**src/rtl/fifo_burst_reader.sv**
```systemverilog
// Pop-side burst controller for the synchronous FIFO.
// Tracks one-cycle pop latency and holds returned words in a 2-entry skid buffer.
module fifo_burst_reader #(
  parameter int WIDTH = 16,
  parameter int LEN_W = 8
) (
  input  logic             clk,
  input  logic             rst_n,
  input  logic             start_i,
  input  logic [LEN_W-1:0] len_i,
  input  logic             fifo_empty_i,
  output logic             fifo_pop_o,
  input  logic [WIDTH-1:0] fifo_data_i,
  output logic             m_valid_o,
  output logic [WIDTH-1:0] m_data_o,
  input  logic             m_ready_i,
  output logic             busy_o,
  output logic             done_o,
  output logic [LEN_W-1:0] count_o
);

  localparam logic [1:0] S_IDLE = 2'd0;
  localparam logic [1:0] S_RUN  = 2'd1;
  localparam logic [1:0] S_DONE = 2'd2;

  logic [1:0]       state;
  logic [LEN_W-1:0] len_q;
  logic [LEN_W-1:0] issued;
  logic [LEN_W-1:0] count;
  logic [WIDTH-1:0] sb0;
  logic [WIDTH-1:0] sb1;
  logic [1:0]       occ;
  logic             infl;
  logic             run;
  logic             xfer;
  logic             accept;
  logic             last;
  logic [2:0]       level;

  assign run    = (state == S_RUN);
  assign xfer   = m_valid_o && m_ready_i;
  assign accept = (state == S_IDLE) && start_i;
  assign last   = (count == len_q - LEN_W'(1));

  // Projected fill after this cycle; in-flight word already owns a slot.
  assign level = {1'b0, occ} + {2'b00, infl} - {2'b00, xfer};

  assign fifo_pop_o = run && !fifo_empty_i &&
                      (issued < len_q) && (level < 3'd2);

  assign m_valid_o = (occ != 2'd0);
  assign m_data_o  = sb0;
  assign busy_o    = run;
  assign done_o    = (state == S_DONE);
  assign count_o   = count;

  always_ff @(posedge clk or negedge rst_n) begin
    if (!rst_n) begin
      state <= S_IDLE;
    end else begin
      unique case (state)
        S_IDLE: if (start_i)
                  state <= (len_i == '0) ? S_DONE : S_RUN;
        S_RUN:  if (xfer && last) state <= S_DONE;
        S_DONE: state <= S_IDLE;
        default: state <= S_IDLE;
      endcase
    end
  end

  always_ff @(posedge clk or negedge rst_n) begin
    if (!rst_n) begin
      len_q  <= '0;
      issued <= '0;
      count  <= '0;
      infl   <= 1'b0;
    end else begin
      infl <= fifo_pop_o;
      if (accept) begin
        len_q  <= len_i;
        issued <= '0;
        count  <= '0;
      end else begin
        if (fifo_pop_o) issued <= issued + LEN_W'(1);
        if (xfer)       count  <= count + LEN_W'(1);
      end
    end
  end

  always_ff @(posedge clk or negedge rst_n) begin
    if (!rst_n) begin
      sb0 <= '0;
      sb1 <= '0;
      occ <= 2'd0;
    end else begin
      unique case ({infl, xfer})
        2'b10: begin
          if (occ == 2'd0) sb0 <= fifo_data_i;
          else             sb1 <= fifo_data_i;
          occ <= occ + 2'd1;
        end
        2'b01: begin
          sb0 <= sb1;
          occ <= occ - 2'd1;
        end
        2'b11: begin
          if (occ == 2'd1) begin
            sb0 <= fifo_data_i;
          end else begin
            sb0 <= sb1;
            sb1 <= fifo_data_i;
          end
        end
        default: ;
      endcase
    end
  end

  a_no_overflow: assert property (
    @(posedge clk) disable iff (!rst_n)
      ({1'b0, occ} + {2'b00, infl}) <= 3'd2
  );

endmodule

```
**config.mk**
```make
export PLATFORM = sky130hd
export DESIGN_NAME = fifo_burst_reader
export DESIGN_NICKNAME = d
export VERILOG_FILES = /design/src/rtl/fifo_burst_reader.sv
export SDC_FILE = /design/constraint.sdc
export NUM_CORES = 1
export LEC_CHECK = 0
export CAP_MARGIN = 20
export CELL_PAD_IN_SITES_DETAIL_PLACEMENT = 2
export CELL_PAD_IN_SITES_GLOBAL_PLACEMENT = 2
export CORE_MARGIN = 3
export CORE_UTILIZATION = 35
export CTS_CLUSTER_DIAMETER = 120
export DETAILED_ROUTE_END_ITERATION = 8
export PLACE_DENSITY_LB_ADDON = 0.1
export SLEW_MARGIN = 20
export SYNTH_ARGS = -nofsm -noshare
export SYNTH_HDL_FRONTEND = slang
export SYNTH_SLANG_ARGS = --single-unit
```
**constraint.sdc**
```tcl
create_clock -name clk -period 5.4 [get_ports clk]
set_input_delay 1.08 -clock clk [delete_from_list [all_inputs] [get_ports clk]]
set_output_delay 1.08 -clock clk [all_outputs]
set_load 0.05 [all_outputs]
```
After elaboration in Yosys (flattened, before gate mapping)
Index checks and enable logic that the tools add are counted.

Add/sub/neg operators: 7. $mul: 0. Divide/modulo/power cells: 0. Order comparisons: 2. Equal/unequal tests: 12. Shift operators: 0. Mux-type cells: 15. Bitwise gates (word level): 0. Reductions and logical operators: 19.

Operators with widths (number): 16-bit 2-to-1 mux (4); 16-bit one-hot mux with 3 select lines (1); 8-bit 2-to-1 mux (4); 16-bit one-hot mux with 2 select lines (1); 8-bit by 1-bit adder with 8-bit output, second input constant (2); 2-bit nonzero test (5); 8-bit equality test (1); 8-bit zero test (1); 8-bit < comparator (1); 2-bit != test, second input constant (4); 2-bit one-hot mux with 2 select lines (2); 8-bit by 1-bit subtractor with 8-bit output, second input constant (1); 2-bit by 1-bit equality test with 1-bit output, second input constant (3); 2-bit equality test, second input constant (3); 1-bit logical AND (6); 2-bit 2-to-1 mux (3); 2-bit zero test (2); 2-bit AND reduction (2); 2-bit by 1-bit adder with 3-bit output (1); 3-bit by 2-bit < comparator with 1-bit output, second input constant (1); 3-bit AND reduction (1); 3-bit nonzero test (1); 3-bit by 1-bit subtractor with 3-bit output (1); 2-bit by 1-bit adder with 2-bit output, second input constant (1); other kinds (3) (3).

Register bits: 61. Bits in latches: 0. Memory bits (writable): 0. ROM bits: 0. Input port bits: 29. Output and inout bits: 28. Logic and storage cells: 63. Memories kept: 0.

Logic depth before layout (Yosys ltp)
Gate-level depths: netlist (run 1).

Depth in word-level cells: 7. Mapped depth: 15.

Least setup slack after synthesis (run 1)
Ideal clock, no wire load.

Path type: input -> output. Start point: in m_ready_i. End point: out fifo_pop_o. Data arrival time: 3330 ps. Required time: 4320 ps. Setup slack: 990 ps. Stages: 10. Path through: nand2_1 > clkinv_2 > ha_1 > nand2b_1 > fa_1 > nor3b_1 > nand4_1 > a31oi_1 > nand2_1 > inv_1.

Word-level cells in the longest chain between the ends: 4.

Ends and longest elaborated chain: start, declared (line 16) `input logic m_ready_i,`; 1-bit logical AND (line 41) `assign xfer = m_valid_o && m_ready_i;`; 3-bit by 1-bit subtractor with 3-bit output (line 46) `assign level = {1'b0, occ} + {2'b00, infl} - {2'b00, xfer};`; 3-bit by 2-bit < comparator with 1-bit output (line 49) `(issued < len_q) && (level < 3'd2);`; 1-bit logical AND (line 49); end, declared (line 12) `output logic fifo_pop_o,`.

Every way passes these cells.

Worst setup path after layout (run 1)
Ends and elaborated chain as after synthesis.

==> run metrics, run 1 <==
xor and xnor area share after synthesis=6.237%; hold_sp=m_data_o[4]$_DFFE_PN0P_; vias in the first global route=2743; cells after synthesis=303; # fillers=896; final wirelength=8.603 mm; DRT iter0 DRCs=63; final setup violation count=0; Cell Area, Placed=3760 sq um; share of cells above drive strength 1=11.75%; multi-input combinational cell area=1456 sq um; syn_area_per_cell=10.20 sq um; PnR worst setup slack=0.3256 ns; Critical R2R Launch=occ[1]$_DFFE_PN0N_; Worst-Skew Late Latency=0.35 ns; Worst Setup End Kind=output port; Root Driver=clkbuf_8; Synth cell types=39; CP Buf/Inv Count=4; crit path kind=primary input to output port; Worst Max-Slew Pin Slew=0.7853 ns; Tot Pwr=2.405 mW; worst r2r path cells=14; CP startpoint=m_ready_i; design area=3955 sq um; Arrival @ worst endpoint=3.99 ns; CP required=4.32 ns; min Tclk post-route=5.074 ns; Largest delay share family, worst path=buffers and inverters; Fmax=0.1971 GHz; hold path cells=2; outcome=completed; simple-gate portion of the synthesized area=13.41%; hold endpoint=m_data_o[4]$_DFFE_PN0P_; Adder-Cell Fraction of Synth Area=7.128%; first-pass GRT wire length=14.44 mm; slew margin rel.=47.65%; Syn Nets=349; critical-path cell list=clkdlybuf4s50_1 -> nand2_1 -> clkinv_2 -> ha_1 -> nand2b_1 -> fa_1 -> nor3b_1 -> nand4_1 -> a31oi_1 -> nand2_2 -> inv_2 -> buf_12; Placed Cells incl. Taps=455; warnings from Yosys=0; Hold Violations, Final=0; largest net degree at the start of global routing=62; core area=8382 sq um; CTS Buf Count=9; #FFs+latches synth=61; Reg clk slew, reported paths=0.07 ns; die height=99.95 um; TritonCTS clock tree=built; Starting Density=36.86%; Post-Place Setup Slack=0.2163 ns; CTS H-tree lvls=3; DIE AREA=9990 sq um; Synth async-reset ratio=100.0%; sequential fraction of the synthesis area=49.41%; Peak VDD IR=0.2637 mV; leading area contributor after synthesis=dfrtp_1; Non-Filler Instances=471; multiplexer area fraction after synthesis=6.480%; unrepaired setup endpoints after global routing=false; max incr delay on CP=0.48 ns; Antenna diodes=0; GR peak layer=met2; Layout area overhead=28.03%; EDFF count, synth=0; crit-path max FO=10; skew final=0.01153 ns; post-DR vias/cell=5.363; antenna viol nets, final=0; grt met2 use=31.66%; Min Hold Slack=0.4854 ns; pins over their slew limit=0; PortBufs=56; R2R Setup Slk=1.59 ns; HP Class=flop to flop; Sequential Area=1526 sq um; Main synth FF type=dfrtp_1; compound-cell area share of the yosys netlist=13.65%; Final HPWL DP=6.044 mm; Slowest cell on crit path=fa_1; Setup TNS=0 ns; WL per Instance=18.27 um; Max-Cap Viols=0; deepest clock path buffer count=2; row count=33; nets=407; synth top area cells=dfrtp_1 49%, ha_1 6.5%, mux2_2 5.8%, o21ai_0 5.0%, nand2_1 5.0%; initial antenna violation count=0; fin crit share=93.97%; GRT overflow=0; post-synth top area share=49.41%; M3 GR Usage=3.266%; routed vias=2526; Pwr per Cell Area=608.1 nW/um^2; Top Ports=57; global routing usage on met1=23.28%; CP Launch Type=primary input; largest family of logic cells by synthesized area=compound AO/OA/AOI/OAI gates; leakage=1.713 nW; Post-route DRC=0; Total GRT Usage=18.54%; post-CTS setup buffer count=0; global placer's final weighted congestion=0.6840; drt pass-1 iters=4; Die W=99.95 um; R2R Path End=issued[7]$_DFFE_PN0P_; cts repair resizes=0; clk sinks=61; final core occ=47.19%; CTS Hold Bufs=0; Mapped Area=3089 sq um
[state kept, by name (all words and copies together) (netlist names)]
| register | cells |
|---|---|
| count_o | 8 |
| infl | 1 |
| issued | 8 |
| len_q | 8 |
| m_data_o | 16 |
| occ | 2 |
| sb1 | 16 |
| state | 2 |
[final cells by class]
class / instances / area share (%)
Sequential cell: 61 / 38.60
Multi-Input combinational cell: 214 / 36.82
Timing Repair Buffer: 59 / 14.87
Tap cell: 105 / 3.322
Clock buffer: 10 / 3.227
Clock inverter: 6 / 1.613
Inverter: 16 / 1.550
[where the power goes]
| part | internal, mW | leakage, nW | switching (mW) |
|---|---|---|---|
| registers | 0.643 | 0.766 | 0.165 |
| logic | 0.464 | 0.854 | 0.728 |
| clock network | 0.212 | 0.0923 | 0.193 |
| total | 1.32 | 1.71 | 1.09 |
[worst max-delay path by stage]
stage,endpoint,slack [ns],cells past startpoint
after floorplan,fifo_pop_o,0.99,10
after global routing,fifo_pop_o,0.06,12
after global placement,fifo_pop_o,0.40,12
final,fifo_pop_o,0.33,12
after detailed placement,fifo_pop_o,0.22,12
after CTS,fifo_pop_o,0.17,12
[synth_stat cells, drive strengths merged, types with 2 or more instances]
library cell and count:
nor4 2, dfrtp 61, nor2b 4, nand3 9, clkbuf 11, nor2 10
o21ai 33, or3 5, or4 2, mux2i 2, nand4 5, nor3 3
ha 16, a21oi 11, inv 15, nand2 41, xor2 12, and3 3
a22oi 16, xnor2 10, mux2 16
[layer usage]
metal  wire length [um]  part of all wire (%)  vias up
met5                  0                     0        -
met4                145                   1.7        0
met3                249                   2.9       12
met2               4380                    51       35
met1               3827                    44     1293
li1                   -                     -     1186
[tightest hold or removal path: stages, from the launching register on]
cell,delay (ns)
dfrtp_1,0.34
nand2_1,0.05
o21ai_0,0.06
[cell families (layout without fill, tap and decap cells)]
family | count (synthesis) | in the layout
buf+inv | 28 | 91
mux | 18 | 18
simple gates | 88 | 88
xor+xnor | 22 | 22
fa+ha+maj | 17 | 17
compound gates | 69 | 69
flops | 61 | 61
[placed cells by master, fill, tap and decap left out, types with 2 or more instances in the layout]
| cell type | count |
|---|---|
| a21oi_1 | 10 |
| a22oi_1 | 16 |
| and3_1 | 3 |
| buf_4 | 3 |
| clkbuf_8 | 9 |
| clkdlybuf4s50_1 | 54 |
| clkinv_2 | 3 |
| clkinvlp_4 | 2 |
| dfrtp_1 | 61 |
| ha_1 | 16 |
| inv_1 | 13 |
| inv_2 | 2 |
| mux2_2 | 16 |
| mux2i_1 | 2 |
| nand2_1 | 40 |
| nand3_1 | 9 |
| nand4_1 | 5 |
| nor2_1 | 10 |
| nor2b_1 | 4 |
| nor3_1 | 3 |
| nor4_1 | 2 |
| o21ai_0 | 31 |
| o21ai_1 | 2 |
| or3_1 | 5 |
| or4_1 | 2 |
| xnor2_1 | 10 |
| xor2_1 | 12 |
Power figures use the tool's default switching activity.
==> run 2: changes to the inputs <==
CTS_CLUSTER_SIZE = 30   (was default)
GPL_TIMING_DRIVEN = 0   (was default)
==> run metrics, run 2 (synthesized netlist as in run 1, its figures left out) <==
global placer's final weighted congestion=0.7498 (+9.6%); HP Class=flop to flop; row count=33 (unchanged); deepest clock path buffer count=2 (unchanged); Hold Violations, Final=0 (unchanged); Post-route DRC=0 (unchanged); post-DR vias/cell=5.262 (-1.9%); Worst-Skew Late Latency=0.34 ns (about the same); CTS H-tree lvls=3 (unchanged); net load switching power=1.086 mW (about the same); unrepaired setup endpoints after global routing=false; Total GRT Usage=18.76% (+0.23 points); Final HPWL DP=6.448 mm (+6.7%); min Tclk post-route=5.093 ns (+0.01881 ns); drt pass-1 iters=4 (unchanged); CTS Buf Count=9 (unchanged); clk sinks=61 (unchanged); Clk pwr share=17.2% (+0.3 points); Max-Cap Viols=0 (unchanged); GRT overflow=0 (unchanged); skew final=0.008957 ns (-0.002572 ns); DRT iter0 DRCs=65 (+3.2%); DIE AREA=9990 sq um (unchanged); initial antenna violation count=0 (unchanged); final setup violation count=0 (unchanged); CP Buf/Inv Count=4 (unchanged); internal power=1.316 mW (-0.23%); Worst Setup End Kind=output port; Arrival @ worst endpoint=4.01 ns (+0.02 ns); pins over their slew limit=0 (unchanged); Setup TNS=0 ns (unchanged); logic gate share of total power=49.5% (about the same); Top Ports=57 (unchanged); first-pass GRT wire length=14.54 mm (+0.67%); CP required=4.32 ns (about the same); Peak VDD IR=0.2377 mV (-9.8%); die height=99.95 um (unchanged); routed vias=2531 (+0.20%); Reg clk slew, reported paths=0.08 ns (about the same); Fmax=0.1963 GHz (-0.37%); commonest non-fill, non-tap cell in the layout=dfrtp_1; outcome=completed; vias in the first global route=2827 (+3.1%); share of cells above drive strength 1=10.90% (-0.84 points); CTS Hold Bufs=0 (unchanged); TritonCTS clock tree=built; most frequent cells in the layout=61 x dfrtp_1, 54 x clkdlybuf4s50_1, 40 x nand2_1; Largest delay share family, worst path=buffers and inverters; crit path kind=primary input to output port; Pwr per Cell Area=600.6 nW/um^2 (-1.2%); largest net degree at the start of global routing=35 (-44%); fin crit share=94.32% (+0.35 points); slew margin rel.=58.72% (+11 points); antenna viol nets, final=0 (unchanged); Root Driver=clkbuf_8; nets=417 (+2.5%); critical-path cell list=clkdlybuf4s50_1 -> nand2_1 -> clkinv_2 -> ha_1 -> nand2b_1 -> fa_1 -> nor3b_1 -> nand4_1 -> a31oi_1 -> nand2_2 -> inv_2 -> clkbuf_4; Worst Max-Slew Pin Slew=0.6191 ns (-0.1661 ns); Post-Place Setup Slack=-0.4097 ns (-0.6260 ns); CP Launch Type=primary input; Starting Density=36.86% (unchanged); Slowest cell on crit path=fa_1; max incr delay on CP=0.48 ns (about the same); Die W=99.95 um (unchanged); WL per Instance=17.84 um (-2.3%); leakage=1.727 nW (+0.81%); sw frac=45.21% (+0.050 points); sequential group share of total power=33.4% (-0.2 points); core area=8382 sq um (unchanged); crit-path max FO=10 (unchanged); Antenna diodes=0 (unchanged); PortBufs=56 (unchanged); PnR worst setup slack=0.3068 ns (-0.01881 ns); final wirelength=8.583 mm (-0.23%); Layout area overhead=29.45%; Tot Pwr=2.402 mW (-0.13%)
-- run 2: cell count changes in the layout (fill, tap and decap cells not counted), sizes merged --
cell,before,now
buf,5,3
clkbuf,10,21
clkinv,4,5
-- run 2: final cells by class --
| cell class | count | area, sq um |
|---|---|---|
| Multi-Input combinational cell | 214 | 1451 |
| Tap cell | 105 | 131.4 |
| Clock inverter | 7 | 76.32 |
| Fill cell | 893 | 4383 |
| Sequential cell | 61 | 1526 |
| Buffer | 12 | 52.55 |
| Inverter | 16 | 61.31 |
| Clock buffer | 9 | 123.9 |
| Timing Repair Buffer | 57 | 575.6 |
-- run 2: power by group through the flow --
stage,combinational (mW),clock [mW],sequential [mW]
after global routing,1.31,0.450,0.833
after floorplan,0.598,0,1.00
final,1.19,0.413,0.801
after global placement,1.15,0,0.796
after detailed placement,1.20,0,0.811
after CTS,1.21,0.426,0.805
-- run 2: path summary, 6_finish.rpt --
check | from | to | cells past startpoint | slack, ns
worst min register to register | m_data_o[3]$_DFFE_PN0P_ | m_data_o[3]$_DFFE_PN0P_ | 2 | 0.49
max in group asynchronous | rst_n | sb1[12]$_DFFE_PN0P_ | 2 | 4.23
worst max-delay path | m_ready_i | fifo_pop_o | 12 | 0.31
worst min-delay path | m_data_o[3]$_DFFE_PN0P_ | m_data_o[3]$_DFFE_PN0P_ | 2 | 0.49
min in group asynchronous | rst_n | count_o[5]$_DFFE_PN0P_ | 1 | 0.65
worst max register to register | occ[1]$_DFFE_PN0N_ | issued[7]$_DFFE_PN0P_ | 14 | 1.70
-- run 2: worst register-to-register path, cell delays in order, from the launching register on --
cell and delay [ns]:
dfrtp_1 0.44, inv_1 0.10, ha_1 0.22, inv_2 0.07, nand2_1 0.12, clkinv_2 0.17
ha_1 0.37, nand2b_1 0.18, fa_1 0.48, nor3b_1 0.20, nand4_1 0.14, a31oi_1 0.25
nand2_2 0.17, or4_1 0.54, a21oi_1 0.16
-- run 2: metal layers --
layer | track usage, % | part of all wire [%] | vias up | routed length, um
met3 | 3.753 | 3.0 | 2 | 258
li1 | - | - | 1195 | -
met5 | 0 | 0 | - | 0
met2 | 31.86 | 51 | 39 | 4406
met1 | 24.29 | 45 | 1295 | 3876
met4 | 5.357 | 0.48 | 0 | 41
-- run 2: through the flow --
| stage | hold WS, ns | area [sq um] | util, % | cells |
|---|---|---|---|---|
| floorplan | 0.4816 | 3089 | - | 303 |
| global placement | 0.4649 | 3781 | 45.11 | 464 |
| detailed placement | 0.4775 | 3799 | 45.32 | 465 |
| CTS | 0.4962 | 3999 | 47.71 | 481 |
| global route | 0.5261 | 3999 | 47.71 | 481 |
| finish | 0.4861 | 3999 | 47.71 | 481 |
-- run 2: what timing repair did --
item,in CTS,in global routing
endpoints found under the setup margin,1,1
gates cloned,0,0
gates resized for setup,4,4
setup buffers,0,0
==> run 3: changes to the inputs <==
CELL_PAD_IN_SITES_DETAIL_PLACEMENT = 0   (was 2)
CORE_UTILIZATION = 37   (was 35)
CTS_BUF_LIST = sky130_fd_sc_hd__clkbuf_4   (was default)
GPL_TIMING_DRIVEN = default   (was 0)
==> run metrics, run 3 (synthesized netlist as in run 1, its figures left out) <==
outcome=completed; most frequent cells in the layout=61 x dfrtp_1, 54 x clkdlybuf4s50_1, 41 x nand2_1; unrepaired setup endpoints after global routing=false; commonest non-fill, non-tap cell in the layout=dfrtp_1; Top Ports=57 (unchanged); post-DR vias/cell=4.957 (-5.8%); clk sinks=61 (unchanged); routed vias=2320 (-8.3%); die height=97.38 um (-2.6%); largest net degree at the start of global routing=62 (+77%); nets=407 (-2.4%); fin crit share=92.79% (-1.5 points); first-pass GRT wire length=11.08 mm (-24%); share of cells above drive strength 1=11.48% (+0.57 points); Largest delay share family, worst path=buffers and inverters; core area=7928 sq um (-5.4%); row count=32 (-3.0%); Slowest cell on crit path=fa_1; Final HPWL DP=4.600 mm (-29%); leakage=1.705 nW (-1.2%); Worst-Skew Late Latency=0.40 ns (+0.06 ns); vias in the first global route=2284 (-19%); most used cell, CP=nand2_1; multi-input combinational cell area=1454 sq um (+0.17%); Post-Place Setup Slack=0.3955 ns (+0.8051 ns); antenna viol nets, final=0 (unchanged); pins over their slew limit=0 (unchanged); critical-path cell list=clkdlybuf4s50_1 -> nand2_1 -> clkinv_2 -> ha_1 -> nand2b_1 -> fa_1 -> nor3b_1 -> nand4_1 -> a31oi_1 -> nand2_1 -> inv_1 -> buf_12; DIE AREA=9482 sq um (-5.1%); Antenna diodes=0 (unchanged); TritonCTS clock tree=built; Non-Filler Instances=468 (-2.7%); HP Class=flop to flop; Hold Violations, Final=0 (unchanged); PnR worst setup slack=0.3893 ns (+0.08255 ns); Die W=97.38 um (-2.6%); cts repair resizes=0 (-4); slew margin rel.=48.16% (-11 points); post-CTS setup buffer count=0 (unchanged); Pwr per Cell Area=586.4 nW/um^2 (-2.4%); CTS Hold Bufs=0 (unchanged); crit path kind=primary input to output port; Peak VDD IR=0.2926 mV (+23%); Reg clk slew, reported paths=0.10 ns (+0.02 ns); WL per Instance=13.99 um (-22%); Arrival @ worst endpoint=3.93 ns (-0.08 ns); CP Buf/Inv Count=4 (unchanged); Sequential Area=1526 sq um (unchanged); GRT overflow=0 (unchanged); CTS H-tree lvls=3 (unchanged); Root Driver=clkbuf_4; drt pass-1 iters=4 (unchanged); Max-Cap Viols=0 (unchanged); global placer's final weighted congestion=0.7541 (+0.57%); Layout area overhead=26.97%; Setup TNS=0 ns (unchanged); # fillers=741 (-17%); final wirelength=6.546 mm (-24%); initial antenna violation count=0 (unchanged); Starting Density=38.97% (+2.1 points); Worst Setup End Kind=output port; Fmax=0.1996 GHz (+1.6%); skew final=0.01273 ns (+0.003769 ns); final core occ=49.48% (+1.8 points); CTS Buf Count=9 (unchanged); Worst Max-Slew Pin Slew=0.7776 ns (+0.1585 ns); CP Launch Type=primary input; Post-route DRC=0 (unchanged); final setup violation count=0 (unchanged); Total GRT Usage=14.63% (-4.1 points); max incr delay on CP=0.48 ns (about the same); Tot Pwr=2.300 mW (-4.2%); PortBufs=56 (unchanged); deepest clock path buffer count=2 (unchanged); CP required=4.32 ns (about the same); min Tclk post-route=5.011 ns (-0.08256 ns); crit-path max FO=10 (unchanged); Placed Cells incl. Taps=452 (-2.8%); DRT iter0 DRCs=55 (-15%)
-- run 3: cell count changes in the layout (fill, tap and decap cells not counted), sizes merged --
cell,change
buf,+2
bufinv,+1
clkbuf,-12
clkinv,-3
inv,+2
-- run 3: report_power, final --
| group | internal [mW] | switching [mW] |
|---|---|---|
| clock | 0.190 | 0.184 |
| combinational | 0.459 | 0.674 |
| sequential | 0.641 | 0.152 |
-- run 3: through the flow --
| step | hold slack [ns] | cell area, sq um |
|---|---|---|
| after detailed placement | 0.4699 | 3756 |
| after global routing | 0.5164 | 3923 |
| after CTS | 0.4934 | 3921 |
| final | 0.4832 | 3923 |
| after floorplan | 0.4816 | 3089 |
| after global placement | 0.4614 | 3756 |
-- run 3: final timing paths --
check / startpoint / depth (start not counted) / to / slack (ns)
min in group asynchronous: rst_n / 2 / count_o[7]$_DFFE_PN0P_ / 0.82
worst max register to register: occ[1]$_DFFE_PN0N_ / 14 / issued[7]$_DFFE_PN0P_ / 1.83
worst min register to register: m_data_o[0]$_DFFE_PN0P_ / 2 / m_data_o[0]$_DFFE_PN0P_ / 0.48
worst min-delay path: m_data_o[0]$_DFFE_PN0P_ / 2 / m_data_o[0]$_DFFE_PN0P_ / 0.48
max in group asynchronous: rst_n / 2 / sb1[8]$_DFFE_PN0P_ / 4.06
worst max-delay path: m_ready_i / 12 / fifo_pop_o / 0.39
-- run 3: layer usage --
layer | share of wire, % | vias to the layer above | track usage, %
li1 | - | 1179 | -
met1 | 50 | 1093 | 19.52
met2 | 45 | 39 | 22.61
met3 | 3.7 | 9 | 3.733
met4 | 1.6 | 0 | 6.070
met5 | 0 | - | 0
-- run 3: worst register-to-register path, stage by stage (launching register included) --
cell and delay, ns:
dfrtp_1 0.45, inv_1 0.10, ha_1 0.22, inv_2 0.05, nand2_1 0.11, clkinv_2 0.16, ha_1 0.36, nand2b_1 0.18
fa_1 0.48, nor3b_1 0.19, nand4_1 0.11, a31oi_1 0.20, nand2_1 0.20, or4_1 0.54, a21oi_1 0.15
-- run 3: layout make-up --
| class | count | share of cell area (%) |
|---|---|---|
| clock inverters | 7 | 2.488 |
| flip-flops and latches | 61 | 38.92 |
| repair buffers | 59 | 14.99 |
| well taps | 102 | 3.254 |
| multi-input cells | 214 | 37.07 |
| inverters | 16 | 1.563 |
| clock buffers | 9 | 1.722 |
